**src/rtl/uart_pkg.sv**
```systemverilog
// rtl/uart_pkg.sv - shared UART bus constants, FSM state and transaction encodings
package uart_pkg;

    localparam logic [1:0] UART_TX_ADDR  = 2'd0;
    localparam logic [1:0] UART_RX_ADDR  = 2'd1;
    localparam logic [1:0] UART_DIV_ADDR = 2'd2;

    // The UART decodes we inverted: low means write.
    localparam logic WE_WRITE = 1'b0;
    localparam logic WE_READ  = 1'b1;

    typedef enum logic [2:0] {
        ST_INIT,
        ST_IDLE,
        ST_STB,
        ST_RELEASE,
        ST_GAP
    } state_t;

    typedef enum logic [1:0] {
        WR_DIV,
        WR_TX,
        RD_RX
    } txn_t;

endpackage

```
**src/rtl/uart_wb_driver.sv**
```systemverilog
// rtl/uart_wb_driver.sv - Wishbone master programming and pacing the UART peripheral
//
// Ports:
//   wb_clk, reset              bus clock; synchronous active-high reset
//   in_data/in_valid/in_ready  byte stream to transmit (accepted on valid & ready)
//   rx_poll                    single-cycle request to read one RX byte
//   rx_data/rx_valid           received byte, rx_valid is a one-cycle pulse
//   wb_addr/wb_data_out/wb_we  bus request (we: 0 = write, 1 = read)
//   wb_stb/wb_ack/wb_data_in   strobe, UART ack (held until strobe drops), read data
//   busy                       FSM is not in IDLE
//   timeout_err                sticky ack timeout flag, cleared only by reset
module uart_wb_driver
    import uart_pkg::*;
#(
    parameter logic [7:0]  DIVIDER     = 8'd6,
    parameter logic [15:0] GAP_CYCLES  = 16'd1200,
    parameter logic [7:0]  ACK_TIMEOUT = 8'd64
) (
    input  logic       wb_clk,
    input  logic       reset,
    input  logic [7:0] in_data,
    input  logic       in_valid,
    output logic       in_ready,
    input  logic       rx_poll,
    output logic [7:0] rx_data,
    output logic       rx_valid,
    output logic [1:0] wb_addr,
    output logic [7:0] wb_data_out,
    input  logic [7:0] wb_data_in,
    output logic       wb_we,
    output logic       wb_stb,
    input  logic       wb_ack,
    output logic       busy,
    output logic       timeout_err
);

    state_t      r_state;
    txn_t        r_txn;
    logic [15:0] r_gap_cnt;
    logic [7:0]  r_to_cnt;
    logic        r_poll;
    logic        r_stb;
    logic        r_we;
    logic [1:0]  r_addr;
    logic [7:0]  r_dout;
    logic        r_in_ready;
    logic [7:0]  r_rx_data;
    logic        r_rx_valid;
    logic        r_busy;
    logic        r_err;

    state_t      w_state_nxt;
    txn_t        w_txn_nxt;
    logic [1:0]  w_addr_nxt;
    logic        w_we_nxt;
    logic [7:0]  w_dout_nxt;
    logic        w_stb_nxt;
    logic [7:0]  w_rx_data_nxt;
    logic        w_rx_valid_nxt;
    logic        w_err_set;
    logic        w_poll_clr;
    logic        w_to_done;
    logic        w_gap_done;

    assign w_to_done  = (r_to_cnt == ACK_TIMEOUT);
    assign w_gap_done = (r_gap_cnt == GAP_CYCLES);

    always_ff @(posedge wb_clk) begin
        if (reset) begin
            r_state    <= ST_INIT;
            r_txn      <= WR_DIV;
            r_gap_cnt  <= 16'd0;
            r_to_cnt   <= 8'd0;
            r_poll     <= 1'b0;
            r_stb      <= 1'b0;
            r_we       <= WE_READ;
            r_addr     <= 2'd0;
            r_dout     <= 8'd0;
            r_in_ready <= 1'b0;
            r_rx_data  <= 8'd0;
            r_rx_valid <= 1'b0;
            r_busy     <= 1'b1;
            r_err      <= 1'b0;
        end else begin
            r_state    <= w_state_nxt;
            r_txn      <= w_txn_nxt;
            r_stb      <= w_stb_nxt;
            r_we       <= w_we_nxt;
            r_addr     <= w_addr_nxt;
            r_dout     <= w_dout_nxt;
            r_rx_data  <= w_rx_data_nxt;
            r_rx_valid <= w_rx_valid_nxt;
            // Outputs are registered from the next state so they line up with it.
            r_in_ready <= (w_state_nxt == ST_IDLE);
            r_busy     <= (w_state_nxt != ST_IDLE);
            r_err      <= r_err | w_err_set;
            // A poll landing on the clearing edge survives: set wins.
            r_poll     <= rx_poll | (r_poll & ~w_poll_clr);

            // Counters restart on each state entry and saturate at terminal count.
            if (w_state_nxt != r_state) begin
                r_gap_cnt <= 16'd0;
                r_to_cnt  <= 8'd0;
            end else begin
                if (!w_gap_done) begin
                    r_gap_cnt <= r_gap_cnt + 16'd1;
                end
                if (!w_to_done) begin
                    r_to_cnt <= r_to_cnt + 8'd1;
                end
            end
        end
    end

    always_comb begin
        w_state_nxt    = r_state;
        w_txn_nxt      = r_txn;
        w_addr_nxt     = r_addr;
        w_we_nxt       = r_we;
        w_dout_nxt     = r_dout;
        w_stb_nxt      = 1'b0;
        w_rx_data_nxt  = r_rx_data;
        w_rx_valid_nxt = 1'b0;
        w_err_set      = 1'b0;
        w_poll_clr     = 1'b0;

        case (r_state)
            ST_INIT: begin
                w_txn_nxt   = WR_DIV;
                w_addr_nxt  = UART_DIV_ADDR;
                w_we_nxt    = WE_WRITE;
                w_dout_nxt  = DIVIDER;
                w_state_nxt = ST_STB;
            end

            ST_IDLE: begin
                if (in_valid && r_in_ready) begin
                    w_txn_nxt   = WR_TX;
                    w_addr_nxt  = UART_TX_ADDR;
                    w_we_nxt    = WE_WRITE;
                    w_dout_nxt  = in_data;
                    w_state_nxt = ST_STB;
                end else if (r_poll) begin
                    w_txn_nxt   = RD_RX;
                    w_addr_nxt  = UART_RX_ADDR;
                    w_we_nxt    = WE_READ;
                    w_state_nxt = ST_STB;
                end
            end

            ST_STB: begin
                if (wb_ack) begin
                    w_state_nxt = ST_RELEASE;
                    if (r_txn == RD_RX) begin
                        w_rx_data_nxt  = wb_data_in;
                        w_rx_valid_nxt = 1'b1;
                        w_poll_clr     = 1'b1;
                    end
                end else if (w_to_done) begin
                    w_state_nxt = ST_RELEASE;
                    w_err_set   = 1'b1;
                    w_poll_clr  = (r_txn == RD_RX);
                end else begin
                    w_stb_nxt = 1'b1;
                end
            end

            ST_RELEASE: begin
                if (!wb_ack || w_to_done) begin
                    w_err_set   = wb_ack;
                    w_state_nxt = (r_txn == WR_TX) ? ST_GAP : ST_IDLE;
                end
            end

            ST_GAP: begin
                if (w_gap_done) begin
                    w_state_nxt = ST_IDLE;
                end
            end

            default: begin
                w_state_nxt = ST_INIT;
            end
        endcase
    end

    assign in_ready    = r_in_ready;
    assign rx_data     = r_rx_data;
    assign rx_valid    = r_rx_valid;
    assign wb_addr     = r_addr;
    assign wb_data_out = r_dout;
    assign wb_we       = r_we;
    assign wb_stb      = r_stb;
    assign busy        = r_busy;
    assign timeout_err = r_err;

endmodule

```
**config.mk**
```make
export PLATFORM = sky130hd
export DESIGN_NAME = uart_wb_driver
export DESIGN_NICKNAME = d
export VERILOG_FILES = /design/src/rtl/uart_pkg.sv /design/src/rtl/uart_wb_driver.sv
export SDC_FILE = /design/constraint.sdc
export NUM_CORES = 1
export LEC_CHECK = 0
export CAP_MARGIN = 25
export CORE_ASPECT_RATIO = 2
export CORE_MARGIN = 3
export CORE_UTILIZATION = 50
export CTS_BUF_LIST = sky130_fd_sc_hd__clkbuf_4
export CTS_CLUSTER_DIAMETER = 80
export DETAILED_ROUTE_END_ITERATION = 6
export PLACE_DENSITY = 0.76
export SLEW_MARGIN = 15
export SYNTH_ARGS = -nofsm -noshare
export SYNTH_HDL_FRONTEND = slang
export SYNTH_SLANG_ARGS = --single-unit
```
**constraint.sdc**
```tcl
create_clock -name wb_clk -period 1.85 [get_ports wb_clk]
set_input_delay 0.37 -clock wb_clk [delete_from_list [all_inputs] [get_ports wb_clk]]
set_output_delay 0.37 -clock wb_clk [all_outputs]
set_load 0.01 [all_outputs]
```
# --- Word level (Yosys, flattened, before mapping) ---
# Cells that the tools add are included.
totals:
  reg_bits: 54
  elab_cells: 74
  out_inout_bits: 24
op_classes:
  n_mux: 28
  bitwise_logic: 6
  n_addsub: 2
  n_eq_ne: 13
  n_reduce_logical: 11
op_table:
  columns: ["cell", "n"]
  rows:
  - ["2-to-1 mux 3 bit", 7]
  - ["adder 16 x 1 -> 16 bit (second input constant)", 1]
  - ["equality test 16 x 11 -> 1 bit (second input constant)", 1]
  - ["case mux 8 bit (2 select lines)", 1]
  - ["case mux 3 bit (5 select lines)", 1]
  - ["2-to-1 mux 1 bit", 10]
  - ["adder 8 x 1 -> 8 bit (second input constant)", 1]
  - ["equality test 8 x 7 -> 1 bit (second input constant)", 1]
  - ["2-to-1 mux 2 bit", 4]
  - ["2-to-1 mux 8 bit", 1]
  - ["case mux 2 bit (2 select lines)", 2]
  - ["equality test 3 x 1 -> 1 bit (second input constant)", 2]
  - ["equality test 3 x 2 -> 1 bit (second input constant)", 2]
  - ["OR reduction 3 bit", 2]
  - ["case mux 1 bit (2 select lines)", 2]
  - ["AND reduction 2 bit", 2]
  - ["equality test 3 bit (second input constant)", 1]
  - ["zero test 3 bit", 1]
  - ["!= test 3 x 1 -> 1 bit (second input constant)", 1]
  - ["!= test 3 bit", 1]
  - ["!= test 3 bit (second input constant)", 1]
  - ["NOT 1 bit", 3]
  - ["AND reduction 3 bit", 1]
  - ["equality test 2 x 1 -> 1 bit (second input constant)", 1]
  - ["9 further kinds", 10]

# --- Logic depth before layout (Yosys ltp) ---
# Gate-level depths: netlist of the first run.
logic_depth:
  depth_word: 7
  mapped_depth: 7

# --- Worst setup path after synthesis of the first run ---
# OpenSTA, ideal clock, no wires.
synth_path:
  kind: "register to register"
  startpoint: "register r_gap_cnt[0]"
  endpoint: "register r_gap_cnt[10]"
  setup_ns: 0.120
  slack_ns: 0.149
  arrival_ns: 1.581
  stages_incl_launch_ff: 8
  required_time_ns: 1.730
  path_cell_list: "dfxtp_1 inv_1 ha_1 nor3b_1 nand4_2 a211oi_4 buf_6 nor4_2"
synth_between:
  elab_chain_len: 5
synth_lines:
  columns: ["item", "line", "source"]
  rows:
  - ["start, declared", "uart_wb_driver.sv:39", "logic [15:0] r_gap_cnt;"]
  - ["start signal, assigned", "uart_wb_driver.sv:106", "r_gap_cnt <= r_gap_cnt + 16'd1;"]
  - ["equality test 16 x 11 -> 1 bit", "uart_wb_driver.sv:66", "assign w_gap_done = (r_gap_cnt == GAP_CYCLES);"]
  - ["2-to-1 mux 3 bit", "uart_wb_driver.sv:176", "if (w_gap_done) begin"]
  - ["case mux 3 bit (5 select lines)", "uart_wb_driver.sv:127", "case (r_state)"]
  - ["!= test 3 bit", "uart_wb_driver.sv:101", "if (w_state_nxt != r_state) begin"]
  - ["OR reduction 2 bit (no line)", null, null]
# Parallel ways exist; a longest one is shown, timed or not.
# A chain may end at the register's enable or synchronous reset.

# --- Worst setup path after layout of the first run ---
layout_path:
  startpoint: "register r_to_cnt[0]"
  endpoint: "register r_to_cnt[4]"
layout_between:
  elab_chain_len: 6
layout_lines:
  columns: ["item", "line", "source"]
  rows:
  - ["start, declared", "uart_wb_driver.sv:40", "logic [7:0] r_to_cnt;"]
  - ["start signal, assigned", "uart_wb_driver.sv:109", "r_to_cnt <= r_to_cnt + 8'd1;"]
  - ["equality test 8 x 7 -> 1 bit", "uart_wb_driver.sv:65", "assign w_to_done = (r_to_cnt == ACK_TIMEOUT);"]
  - ["2-to-1 mux 3 bit / logical OR 1 bit (equally long branches)", "uart_wb_driver.sv:159, uart_wb_driver.sv:169", null]
  - ["2-to-1 mux 3 bit, on equally long branches", "uart_wb_driver.sv:152, uart_wb_driver.sv:169", null]
  - ["case mux 3 bit (5 select lines)", "uart_wb_driver.sv:127", null]
  - ["!= test 3 bit", "uart_wb_driver.sv:101", null]
  - ["OR reduction 2 bit (no line)", null, null]
# Parallel ways exist; a longest one is shown, timed or not.

==> results of run 1 <==
## worst max-delay path: cells and delay by family, from the launching register on
family,cells,cell delay [ns]
adder cells (fa/ha/maj),1,0.22
AND/OR/NAND/NOR,2,0.56
buffers and inverters,3,0.39
flip-flops,1,0.37
AO/OA/AOI/OAI,2,0.18
## where the power goes
part	internal, mW	total, mW	switching, mW	leakage, nW
logic	0.170	0.349	0.179	0.733
clock network	0.280	0.649	0.369	0.0389
registers	1.17	1.21	0.0350	0.431
## final cells by class
cell class / instances / area (µm²)
flip-flops and latches: 53 / 1060
well taps: 57 / 71.3
fillers: 406 / 1620
inverters: 9 / 33.8
clock inverters: 3 / 41.3
repair buffers: 63 / 608
multi-input cells: 191 / 1520
clock buffers: 5 / 37.5
## Yosys cell counts (2+ instances only)
library cell               instances
sky130_fd_sc_hd__or2_1             2
sky130_fd_sc_hd__o22ai_1           3
sky130_fd_sc_hd__nand4_1           3
sky130_fd_sc_hd__nor4_1            8
sky130_fd_sc_hd__or3_1             2
sky130_fd_sc_hd__nand3_1          11
sky130_fd_sc_hd__a31oi_1           2
sky130_fd_sc_hd__ha_1              4
sky130_fd_sc_hd__buf_2             3
sky130_fd_sc_hd__xnor2_1          15
sky130_fd_sc_hd__nor3b_1           4
sky130_fd_sc_hd__buf_4             2
sky130_fd_sc_hd__nor2_1           25
sky130_fd_sc_hd__nand3b_1          2
sky130_fd_sc_hd__mux2i_1           9
sky130_fd_sc_hd__nand2b_1          3
sky130_fd_sc_hd__clkbuf_1          4
sky130_fd_sc_hd__o21ai_0           4
sky130_fd_sc_hd__and3_1            4
sky130_fd_sc_hd__a21oi_1          12
sky130_fd_sc_hd__dfxtp_1          53
sky130_fd_sc_hd__nand2_1           7
sky130_fd_sc_hd__nor4_2           21
sky130_fd_sc_hd__a21o_1            2
sky130_fd_sc_hd__buf_6             4
sky130_fd_sc_hd__inv_1             9
sky130_fd_sc_hd__o211a_1           2
sky130_fd_sc_hd__nor2b_1           6
sky130_fd_sc_hd__a22oi_1           8
sky130_fd_sc_hd__nor3_1            7
sky130_fd_sc_hd__xor2_1            7
## worst min path at each step
stage                                  from                       to  slack [ns]  cells after the start
floorplan             r_txn[0]$_SDFFE_PP0P_    r_txn[0]$_SDFFE_PP0P_        0.47                      2
global placement     timeout_err$_SDFF_PP0_   timeout_err$_SDFF_PP0_        0.46                      2
detailed placement  wb_addr[1]$_SDFFE_PP0P_  wb_addr[1]$_SDFFE_PP0P_        0.48                      2
CTS                 wb_addr[1]$_SDFFE_PP0P_  wb_addr[1]$_SDFFE_PP0P_        0.50                      2
global route        wb_addr[1]$_SDFFE_PP0P_  wb_addr[1]$_SDFFE_PP0P_        0.55                      2
finish              wb_addr[1]$_SDFFE_PP0P_  wb_addr[1]$_SDFFE_PP0P_        0.50                      2
## registers in the layout (all words and copies together), names as in the netlist, 2 cells and up
| name | cells |
|---|---|
| rx_data | 8 |
| wb_data_out | 8 |
| wb_addr | 2 |
| r_state | 3 |
| r_to_cnt | 8 |
| r_gap_cnt | 16 |
## cell families after synthesis
logic type / Yosys count
buf+inv: 24
mux: 9
flops: 53
fa+ha+maj: 4
compound gates: 42
xor+xnor: 22
simple gates: 113
## layer usage
layer | track usage (%) | up-vias | share of wire (%)
li1 | - | 1089 | -
met1 | 18.2 | 1070 | 36
met2 | 39.7 | 53 | 58
met3 | 3.55 | 13 | 3.0
met4 | 10.1 | 0 | 2.7
met5 | 0 | - | 0
## what timing repair did
item                                    in CTS  in global routing
gates cloned                                 0                  1
resized for setup                            2                 12
endpoints found under the hold margin        0                  0
endpoints found under the setup margin      10                 26
hold buffers                                 0                  0
setup buffers                                0                  1
pin swaps                                    0                  1
## per-stage QoR
stage	hold slack [ns]	setup WS [ns]	util [%]	std cells	setup TNS, ns
floorplan	0.465	0.149	-	267	0
global placement	0.463	-0.0817	64.2	371	-1.75
detailed placement	0.477	-0.157	64.2	371	-2.46
CTS	0.501	0.00503	65.9	379	0
global route	0.547	-0.0348	67.5	381	-0.274
finish	0.496	0.0398	67.5	381	0
==> flow_summary.toml, run 1 <==
[outcome]
run_status = "completed"

[pwr]
power_per_cell_area_nw_per_um2 = 653
finalPower_mw = 2.20
leakage_nw = 1.20
max-vdd-ir-drop_v = 0.000545

[timing]
worst_pin_slew_ns = 0.534
final_count_of_pins_violating_max_slew = 0
finalWorstPathRequiredPeriod_ns = 1.81
hold_viol = 0
setup-violations-final = 0
setup_repair_after_global_routing_missed_its_margin = "yes"
finClkSkew_ns = 0.0204
relSlewSlack_pct = 64.3
finalCritPeriodShare_pct = 97.8
clock.fmax_mhz = 552

[final_layout]
final_area_um2 = 3380
final_layout_size_suffix_gt1_share_pct = 21.0
nets = 348
antennaDiodeCount = 0
mostFrequentLayoutCell = "sky130_fd_sc_hd__dfxtp_1"
layout.cells.most_common_list = "sky130_fd_sc_hd__dfxtp_1 (50), sky130_fd_sc_hd__clkdlybuf4s50_1 (44), sky130_fd_sc_hd__nor2_1 (25)"
synthesis_to_layout_area_growth_pct = 28.0

[detailed_routing]
routedWlPerCell_um = 16.2
dr_total_vias = 2225
wirelength_um = 6180
drc_errors = 0
routed_via_density = 5.84
dr.first_iter.drc_count = 86
drt_pre_antenna_iters = 5
ant_nets = 0

[synth]
synth_top_family_by_area = "simple AND/OR/NAND/NOR gates"
synth.net_count = 292
synth_simple_gate_area_share_pct = 30.0
yosysWarningCount = 0
synth_compound_gate_area_share_pct = 12.0
dominantRegCellSynth = "sky130_fd_sc_hd__dfxtp_1"
synth.avg_cell_area_um2 = 9.88
yosysTopAreaCellShare_pct = 40.2
synth.largest_area_cell = "sky130_fd_sc_hd__dfxtp_1"
synth_edf_count = 0
synthesis.area_um2 = 2640
postSynthRegisterBits = 53
async_sr_flop_fraction_pct = 0
synthMuxAreaShare_pct = 3.41
synth_fa_ha_area_share_pct = 1.90
synth_cell_type_count = 50
post_synthesis_sequential_area_ratio_pct = 40.2
ys_top_cells_by_area = "sky130_fd_sc_hd__dfxtp_1 (40%), sky130_fd_sc_hd__nor4_2 (10%), sky130_fd_sc_hd__xnor2_1 (5.0%)"
synth_xor_xnor_area_share_pct = 7.30
synth_cells = 267

[placement]
buffer_ports.inserted = 44
routabilityCongestion = 0.844
placement.cell_area_um2 = 3210
place.detailed.hpwl_um = 4470

[setup_path]
regToRegSetupSlack_ns = 0.04
ff_to_ff_path_depth = 8
max_stage_delay_ns = 0.37
r2r-end = "r_to_cnt[4]$_SDFFE_PP0N_"
timing.critical_path.from = "r_to_cnt[0]$_SDFFE_PP0N_"
timing_worst_setup_path_type = "reg -> reg"
rr_startpoint = "r_to_cnt[0]$_SDFFE_PP0N_"
timing.critical_path.required_ns = 2.14
crit_arrival_ns = 2.10
worst_setup_path_end_kind = "register"
slowest_stage = "sky130_fd_sc_hd__dfxtp_2"
cp_max_fo = 24
cell_chain_critical_path = "inv_1 -> ha_1 -> and4bb_2 -> a21oi_2 -> buf_4 -> a211oi_4 -> buf_12 -> nor4_2"
worstSetupStartpointType = "register"
timing.critical_path.to = "r_to_cnt[4]$_SDFFE_PP0N_"

[floorplan]
initial_utilization_pct = 52.8
core_area_um2 = 5000
floorplan.rows = 36
chipWidth_um = 57.4
pin_count = 45
die_h_um = 109
dieArea_um2 = 6240

[cts]
cts.sinks = 53
htree_levels = 2
cts_root_buf = "sky130_fd_sc_hd__clkbuf_4"
clk_transition_reported_paths_ns = 0.14
insertion_delay_ns = 0.39
clock_path_buffers = 2
cts_inserted_buffers = 5
tritoncts = "done"

[global_routing]
grt_max_degree = 25
grt_remaining_overflow = 0
grt_antenna_before_repair = 0
grt.total_usage_pct = 20.0
grt_pass1_vias = 2294
grt_first_pass_wirelength_um = 9900

[worst_hold_path]
hold_path_class = "reg -> reg"

[run]
maxCapViolCount = 0
No activity file was read; power rests on OpenSTA's default activity.
==> run 2: changes to the inputs <==
TNS_END_PERCENT = 100   (was default)
==> results of run 2 <==
No change in the layout: final DEF, timing and power equal those of run 1.
==> run 3: changes to the inputs <==
CORE_UTILIZATION = 35   (was 50)
CTS_BUF_LIST = sky130_fd_sc_hd__clkbuf_2 sky130_fd_sc_hd__clkbuf_4 sky130_fd_sc_hd__clkbuf_8   (was sky130_fd_sc_hd__clkbuf_4)
PLACE_DENSITY = default   (was 0.76)
==> flow_summary.toml, run 3 (synthesis results as in run 1) <==
[outcome]
run_status = "completed"

[global_routing]
grt_max_degree = 23
grt_pass1_vias = 2292
grt_antenna_before_repair = 0
grt.total_usage_pct = 15.7
grt_remaining_overflow = 0
grt_first_pass_wirelength_um = 10500

[cts]
cts_root_buf = "sky130_fd_sc_hd__clkbuf_8"
cts.sinks = 53
clock_path_buffers = 2
cts_inserted_buffers = 5
tritoncts = "done"
insertion_delay_ns = 0.31
htree_levels = 2
clk_transition_reported_paths_ns = 0.10

[floorplan]
chipWidth_um = 67.4
die_h_um = 129
core_area_um2 = 7270
initial_utilization_pct = 36.3
dieArea_um2 = 8680
pin_count = 45
floorplan.rows = 44

[final_layout]
mostFrequentLayoutCell = "sky130_fd_sc_hd__dfxtp_1"
fillCellCount = 739
layout.cells.most_common_list = "sky130_fd_sc_hd__dfxtp_1 (52), sky130_fd_sc_hd__clkdlybuf4s50_1 (44), sky130_fd_sc_hd__nor2_1 (25)"
final_layout_size_suffix_gt1_share_pct = 22.1
multi_input_comb_area_um2 = 1470
synthesis_to_layout_area_growth_pct = 31.4
ff_latch_area_um2 = 1060
antennaDiodeCount = 0
nets = 355
finish.utilization_pct = 47.7
largest_register = "r_gap_cnt"
largest_reg_flops = 16

[detailed_routing]
drc_errors = 0
ant_nets = 0
wirelength_um = 6180
routedWlPerCell_um = 14.6
dr_total_vias = 2214
dr.first_iter.drc_count = 78
drt_pre_antenna_iters = 4
routed_via_density = 5.23

[timing]
setup-violations-final = 0
finClkSkew_ns = 0.0122
setup_repair_after_global_routing_missed_its_margin = "yes"
clock.fmax_mhz = 570
finalCritPeriodShare_pct = 94.9
hold_viol = 0
final_count_of_pins_violating_max_slew = 0
relSlewSlack_pct = 68.2
finalWorstPathRequiredPeriod_ns = 1.76
timing.setup.tns_ns = 0
worst_pin_slew_ns = 0.474

[placement]
place.detailed.hpwl_um = 4700
routabilityCongestion = 0.831
buffer_ports.inserted = 44

[setup_path]
worstSetupStartpointType = "register"
worst_setup_path_end_kind = "register"
crit_arrival_ns = 1.98
timing_worst_setup_path_type = "reg -> reg"
timing.critical_path.required_ns = 2.07
slowest_stage = "sky130_fd_sc_hd__dfxtp_1"
max_stage_delay_ns = 0.34
cp_max_fo = 22
cell_chain_critical_path = "inv_1 -> ha_1 -> and4bb_1 -> a21oi_2 -> o221ai_2 -> buf_12 -> nor4_2"

[pwr]
power_per_cell_area_nw_per_um2 = 643
leakage_nw = 1.24
max-vdd-ir-drop_v = 0.000510
finalPower_mw = 2.23

[run]
maxCapViolCount = 0

[worst_hold_path]
hold_path_class = "reg -> reg"
## run 3: worst paths after layout
| kind | from | to | slack [ns] | cells past startpoint |
|---|---|---|---|---|
| setup / recovery | r_to_cnt[0]$_SDFFE_PP0N_ | r_gap_cnt[14]$_SDFFE_PP0N_ | 0.09 | 7 |
| hold / removal | wb_addr[1]$_SDFFE_PP0P_ | wb_addr[1]$_SDFFE_PP0P_ | 0.49 | 2 |
| setup reg to reg | r_to_cnt[0]$_SDFFE_PP0N_ | r_gap_cnt[14]$_SDFFE_PP0N_ | 0.09 | 7 |
| hold reg to reg | wb_addr[1]$_SDFFE_PP0P_ | wb_addr[1]$_SDFFE_PP0P_ | 0.49 | 2 |
## run 3: metal layers
layer | track usage (%) | wire (µm) | up-vias
met5 | 0 | 0 | -
met3 | 2.36 | 130 | 14
met1 | 15.2 | 2190 | 1063
met4 | 7.42 | 195 | 0
met2 | 30.5 | 3660 | 38
li1 | - | - | 1099
## run 3: through the flow
| stage | std cells | setup slack [ns] | instance area (µm²) | hold slack (ns) |
|---|---|---|---|---|
| 3_5_place_dp | 414 | -0.162 | 3340 | 0.474 |
| 3_3_place_gp | 414 | -0.155 | 3340 | 0.464 |
| 5_1_grt | 423 | -0.00271 | 3470 | 0.522 |
| 4_1_cts | 422 | 0.0154 | 3430 | 0.493 |
| 2_1_floorplan | 267 | 0.149 | 2640 | 0.465 |
| 6_report | 423 | 0.0947 | 3470 | 0.488 |
## run 3: what timing repair did
| item | CTS | global route |
|---|---|---|
| pin swaps | 0 | 1 |
| buffers inserted | 0 | 1 |
| hold buffers | 0 | 0 |
| resized for setup | 1 | 6 |
| endpoints found under the setup margin | 2 | 12 |
## run 3: worst max-delay path, delay by kind of cell, from the launching register on
family	cells	cell delay, ns
compound gates	2	0.37
simple gates	2	0.48
flops	1	0.34
fa+ha+maj	1	0.21
buf+inv	2	0.25
## run 3: layout make-up
class | instances | area share, %
inverters | 9 | 0.974
repair buffers | 71 | 20.0
multi-input cells | 190 | 42.4
clock buffers | 7 | 2.42
well taps | 92 | 3.32
flip-flops and latches | 53 | 30.6
clock inverters | 1 | 0.217
## run 3: power by group
part	internal (mW)	total, mW	switching (mW)
registers	1.17	1.20	0.0293
clock network	0.298	0.669	0.370
logic	0.184	0.362	0.178
total	1.65	2.23	0.578
